### src/rtl/ram_dp_init.sv
// ram_dp_init: dual-port synchronous RAM with a built-in clear engine.
// All sequential logic updates on the falling edge of clock.
// Ports:
//   clock, reset_n   negedge clock, asynchronous active-low reset
//   clear            request a full rewrite of INIT_VALUE to every word
//   ready            high while the RAM accepts accesses
//   a_cs/a_we/a_be/a_addr/a_din -> a_dout/a_valid   read/write port, byte enables
//   b_cs/b_addr      -> b_dout/b_valid              read-only port
module ram_dp_init #(
  parameter int unsigned             DATA_WIDTH = 32,
  parameter int unsigned             ADDR_WIDTH = 5,
  parameter logic [DATA_WIDTH-1:0]   INIT_VALUE = '0
) (
  input  logic                      clock,
  input  logic                      reset_n,
  input  logic                      clear,
  output logic                      ready,
  input  logic                      a_cs,
  input  logic                      a_we,
  input  logic [DATA_WIDTH/8-1:0]   a_be,
  input  logic [ADDR_WIDTH-1:0]     a_addr,
  input  logic [DATA_WIDTH-1:0]     a_din,
  output logic [DATA_WIDTH-1:0]     a_dout,
  output logic                      a_valid,
  input  logic                      b_cs,
  input  logic [ADDR_WIDTH-1:0]     b_addr,
  output logic [DATA_WIDTH-1:0]     b_dout,
  output logic                      b_valid
);

  localparam int unsigned DEPTH    = 2 ** ADDR_WIDTH;
  localparam int unsigned NB       = DATA_WIDTH / 8;
  localparam logic [ADDR_WIDTH-1:0] LAST_ADDR = ADDR_WIDTH'(DEPTH - 1);

  typedef enum logic {ST_INIT, ST_RUN} state_t;

  state_t                  state, state_d;
  logic [ADDR_WIDTH-1:0]   cnt, cnt_d;
  logic                    init_we;
  logic                    run_ok;
  logic                    a_wr, a_rd, b_rd;
  logic [DATA_WIDTH-1:0]   a_old, a_merged;
  logic [DATA_WIDTH-1:0]   mem [DEPTH];

  // State and clear-counter register
  always_ff @(negedge clock or negedge reset_n) begin
    if (!reset_n) begin
      state <= ST_INIT;
      cnt   <= '0;
    end else begin
      state <= state_d;
      cnt   <= cnt_d;
    end
  end

  // Next-state logic; a clear always wins over any pending write or access
  always_comb begin
    state_d = state;
    cnt_d   = cnt;
    init_we = 1'b0;
    run_ok  = 1'b0;
    case (state)
      ST_INIT: begin
        if (clear) begin
          cnt_d = '0;
        end else begin
          init_we = 1'b1;
          cnt_d   = cnt + ADDR_WIDTH'(1);
          if (cnt == LAST_ADDR) state_d = ST_RUN;
        end
      end
      ST_RUN: begin
        if (clear) begin
          state_d = ST_INIT;
          cnt_d   = '0;
        end else begin
          run_ok = 1'b1;
        end
      end
      default: state_d = ST_INIT;
    endcase
  end

  assign a_wr = run_ok & a_cs & a_we;
  assign a_rd = run_ok & a_cs & ~a_we;
  assign b_rd = run_ok & b_cs;

  // Byte-merged write word; also forwarded to port B on same-address collision
  always_comb begin
    a_old    = mem[a_addr];
    a_merged = a_old;
    for (int i = 0; i < NB; i++) begin
      if (a_be[i]) a_merged[8*i +: 8] = a_din[8*i +: 8];
    end
  end

  // Storage array: deliberately not reset, the clear engine initialises it
  always_ff @(negedge clock) begin
    if (init_we) begin
      mem[cnt] <= INIT_VALUE;
    end else if (a_wr) begin
      mem[a_addr] <= a_merged;
    end
  end

  // Registered outputs
  always_ff @(negedge clock or negedge reset_n) begin
    if (!reset_n) begin
      ready   <= 1'b0;
      a_dout  <= '0;
      b_dout  <= '0;
      a_valid <= 1'b0;
      b_valid <= 1'b0;
    end else begin
      ready   <= (state_d == ST_RUN);
      a_valid <= a_rd;
      b_valid <= b_rd;
      if (a_rd) a_dout <= a_old;
      if (b_rd) b_dout <= (a_wr && (a_addr == b_addr)) ? a_merged : mem[b_addr];
    end
  end

endmodule

### config.mk
export PLATFORM = sky130hd
export DESIGN_NAME = ram_dp_init
export DESIGN_NICKNAME = d
export VERILOG_FILES = /design/src/rtl/ram_dp_init.sv
export SDC_FILE = /design/constraint.sdc
export NUM_CORES = 2
export LEC_CHECK = 0
export ABC_AREA = 0
export BUFFER_PORTS_ARGS = -buffer_cell sky130_fd_sc_hd__buf_2
export CAP_MARGIN = 10
export CORE_MARGIN = 2
export CORE_UTILIZATION = 35
export CTS_BUF_LIST = sky130_fd_sc_hd__clkbuf_16
export CTS_CLUSTER_SIZE = 24
export DETAILED_ROUTE_END_ITERATION = 8
export SLEW_MARGIN = 20
export SYNTH_ARGS = -nofsm -noshare
export SYNTH_HDL_FRONTEND = slang
export SYNTH_SLANG_ARGS = --single-unit
### constraint.sdc
create_clock -name clock -period 4.4 [get_ports clock]
set_input_delay 0.22 -clock clock [delete_from_list [all_inputs] [get_ports clock]]
set_output_delay 0.22 -clock clock [all_outputs]
set_load 0.02 [all_outputs]
==> results summary <==
For this run, the post-layout net count is 4832. Of the total synthesized cell area, the portion taken by AND, OR, NAND and NOR gates is 3.86%. The most common cell in the synthesized netlist is edfxtp_1.

The actual transition at the worst max-transition pin came out at 1.07 ns. The data required time at the worst endpoint is 2.61 ns. The count of antenna-violating nets left after detailed routing is 0.

The number of hold buffers added after cts is 0. In this run the static leakage power is 29.7 nW. The weighted congestion reported at the end of routability-driven placement came out at 0.866. The critical path is of the in -> reg type.

Summing the sequential cell areas from Yosys gives 62.2% of the chip area. STA classifies the critical path startpoint as a primary input. The signed area change from the synthesized netlist to the final layout came out at 28.8%. The startpoint identified for the worst hold timing path is a_dout[21].

Entering global routing, the biggest net connects 73 pins. In this run, CTS created clock tree buffers numbering 113. The count of input and output buffers is 118.

The cell count after synthesis came out at 3359. The number of antenna violations at the first check in global routing is 3. After filler insertion, the fill cell instance count of the layout stands at 13.2k. In this run the worst hold path is classified as reg -> reg.

The wire length reported by the detailed router came out at 191000 um. The xor/xnor share of the synthesized area is 0.167%. The clock root buffer is clkbuf_16.

The number of enable flip-flop cells after synthesis is 1024. The count of clock tree sinks came out at 1096. The fraction of synthesized area in multiplexers is 20.8%. The starting DRC count in detailed routing came out at 4743. The number of optimization iterations in the first detailed-route pass came out at 6. The worst hold path terminates at a_dout[21]. The first global-routing pass estimated 270000 um of wire. For the worst setup path, the data arrival time is 2.50 ns. The number of synthesized register bits came out at 1096.

The clock transition at the registers of the reported paths is 0.05 ns. The worst supply voltage drop on vdd is 0.000334 V. The worst setup path is captured at a flip-flop. The top-area cell type share of the netlist area came out at 58.7%.

The H-tree was split into 3 levels. The per-cell via count in the routed design is 5.76. The number of failing hold endpoints at the final stage came out at 0. The final max-slew violation count was 0.

The clock skew is 0.0792 ns. After synthesis, the most frequently instantiated cells are edfxtp_1 (1024), mux2i_1 (521), a22oi_1 (308). The clock latency at the later pin of the worst-skew pair is 0.74 ns. Measured in cells, the most critical reg-to-reg path has a length of 8. The run finished with clean final reports. The post-synthesis adder-cell area fraction is 0.0478%. The number of distinct standard cells referenced by the synthesized netlist came out at 56. The detailed-route wire length per cell is 28.1 um. The startpoint identified for the worst register-to-register timing path is ready.

The die is 391 um tall. The setup slack of the worst register-to-register path came out at 1.71 ns. The instance area at placement is 59700 um^2. The area of the core region came out at 148000 um^2. Setup repair after global routing could not meet its margin everywhere. The post-CTS setup buffer count came out at 0. For this run, design rule violations remaining after detail routing come to 0. The total vias in the final route came out at 39.2k. The number of global-route vias before repair came out at 40.4k. The setup TNS came out at 0 ns.

The number of core rows came out at 141. Summing the areas of all compound-gate instances in the mapped netlist gives 9.99% of the synthesized area. Counting flops with an async set or reset pin after synthesis yields a share of 6.57%. The total of endpoints with negative setup slack in the final report came out at 0. The netlist area before placement came out at 52400 um^2. In this run the deepest clock path goes through 3 buffers. The horizontal extent of the die came out at 391 um.

In this run the power density over the cells is 406 nW/um^2. The headroom to the max-slew limit came out at 28.8%. The largest fanout on the critical path came out at 21. The die covers 153000 um^2.

The overflow left after global routing came out at 0. With fillers left out, the area of the finished cells amounts to 67400 um^2. After synthesis, the cell types taking the most area are edfxtp_1 (59%), mux2i_1 (10%), mux4_2 (5.7%). The yosys synthesis warning count is 0. The endpoint of the worst register-to-register path is b_dout[25]. The primary flip-flop cell chosen by synthesis mapping is edfxtp_1. The fraction of final layout cells with drive strength greater than 1 came out at 25.4%.

The net count of the mapped netlist is 3413. Along the worst hold path, the cell count comes to 1. The combinational family with the most area after synthesis is multiplexers.

The total of max-cap violations is 0. The average instance in the mapped netlist occupies 15.6 um^2. The CTS tree is built. The I/O pin count came out at 119. The effective utilization at floorplan came out at 35.3%. The total global routing track utilization is 24.6%.

The HPWL after detailed placement is 119000 um. The synthesized design spends more area on one cell type than any other, namely edfxtp_1.
==> per-layer routing <==
metal	wire length [um]	global-route usage [%]	share of wire, %
met5	12	0	0.0063
met4	9760	14.4	5.1
met3	18400	6.43	9.6
met2	91500	39.6	48
met1	71500	29.7	37
==> sequential cells by signal, summed over array words and instances, names as in the netlist <==
| name | flops |
|---|---|
| mem | 1024 |
| b_dout | 32 |
| cnt | 5 |
| a_valid | 1 |
| b_valid | 1 |
| ready | 1 |
| a_dout | 32 |
==> kinds of logic after synthesis <==
family,count (synthesis)
adder cells (fa/ha/maj),2
flip-flops,1096
AND/OR/NAND/NOR,315
buffers and inverters,282
AO/OA/AOI/OAI,771
multiplexers,883
XOR/XNOR,10
==> power by group <==
part,total (mW),internal [mW],switching (mW),leakage [nW]
Clock,13.7,7.00,6.67,7.38
Sequential,11.5,11.4,0.0804,12.2
Combinational,2.17,0.893,1.27,10.1
Total,27.4,19.3,8.02,29.7
==> layout by cell type, fill, tap and decap left out, types with 8 or more instances in the layout <==
cell type	Yosys	routed
dfrtn_1	72	72
buf_12	5	145
nor4_4	27	27
clkbuf_16	0	120
clkinv_4	0	11
mux2i_1	521	521
nand2_2	0	8
edfxtp_1	1024	1024
a211oi_1	64	64
nand3_1	32	32
o31ai_1	63	62
nor2b_1	70	67
inv_1	2	1042
xnor2_1	8	8
clkinv_1	0	8
a21oi_1	127	123
o32ai_1	29	29
clkinvlp_2	0	13
a31oi_1	31	30
mux2_2	222	222
nor2_4	0	66
bufinv_16	0	14
buf_2	70	114
o22ai_1	67	67
inv_4	0	11
nand2_1	65	55
buf_4	14	294
a22oi_1	308	308
o21ai_0	68	68
mux4_2	133	133
nor2_1	79	13
==> how the worst max path moves through the flow <==
stage	startpoint	to	slack [ns]	cells past startpoint
finish	a_addr[2]	mem[15][18]	0.11	8
CTS	a_addr[1]	mem[13][18]	0.16	11
global placement	a_addr[0]	mem[10][21]	-0.54	9
detailed placement	a_addr[1]	mem[13][18]	-0.59	11
floorplan	a_addr[0]	mem[0][1]	-0.17	10
global route	a_addr[0]	mem[13][26]	-0.01	9
==> repair_timing <==
item	4_1_cts	5_1_grt
gates resized for setup	0	5
endpoints found under the hold margin	0	0
endpoints found under the setup margin	0	135
==> final cells by class <==
class                      instances  area (um^2)  area share, %
antenna                            2         5.00        0.00742
clock buffer                     120         3000           4.45
clock inverter                  1112         4690           6.96
inverter                           1         3.75        0.00557
multi-input combinational       1983        19000           28.1
sequential                      1096        32600           48.3
tap                             1930         2410           3.58
timing repair buffer             559         5800           8.61
==> worst max-delay path, cell delays in order <==
cell     delay (ns)
buf_2          0.17
and2_4         0.55
buf_4          0.31
a22oi_1        0.11
a21oi_1        0.31
nor4_4         0.11
mux2i_1        0.48
nor2_4         0.18
==> stage by stage <==
stage                     setup WS [ns]  hold WS, ns  util, %  total power [mW]  instances
after detailed placement         -0.594        0.452     40.3              15.1       5568
after floorplan                  -0.170        0.521        -              14.2       3359
after global placement           -0.543        0.444     40.3              15.1       5568
after CTS                         0.164        0.452     45.5              27.6       6799
after global routing           -0.00963        0.466     45.5              28.8       6801
final                             0.108        0.445     45.5              27.4       6803
Note: power is estimated with default switching activity, not from simulation.
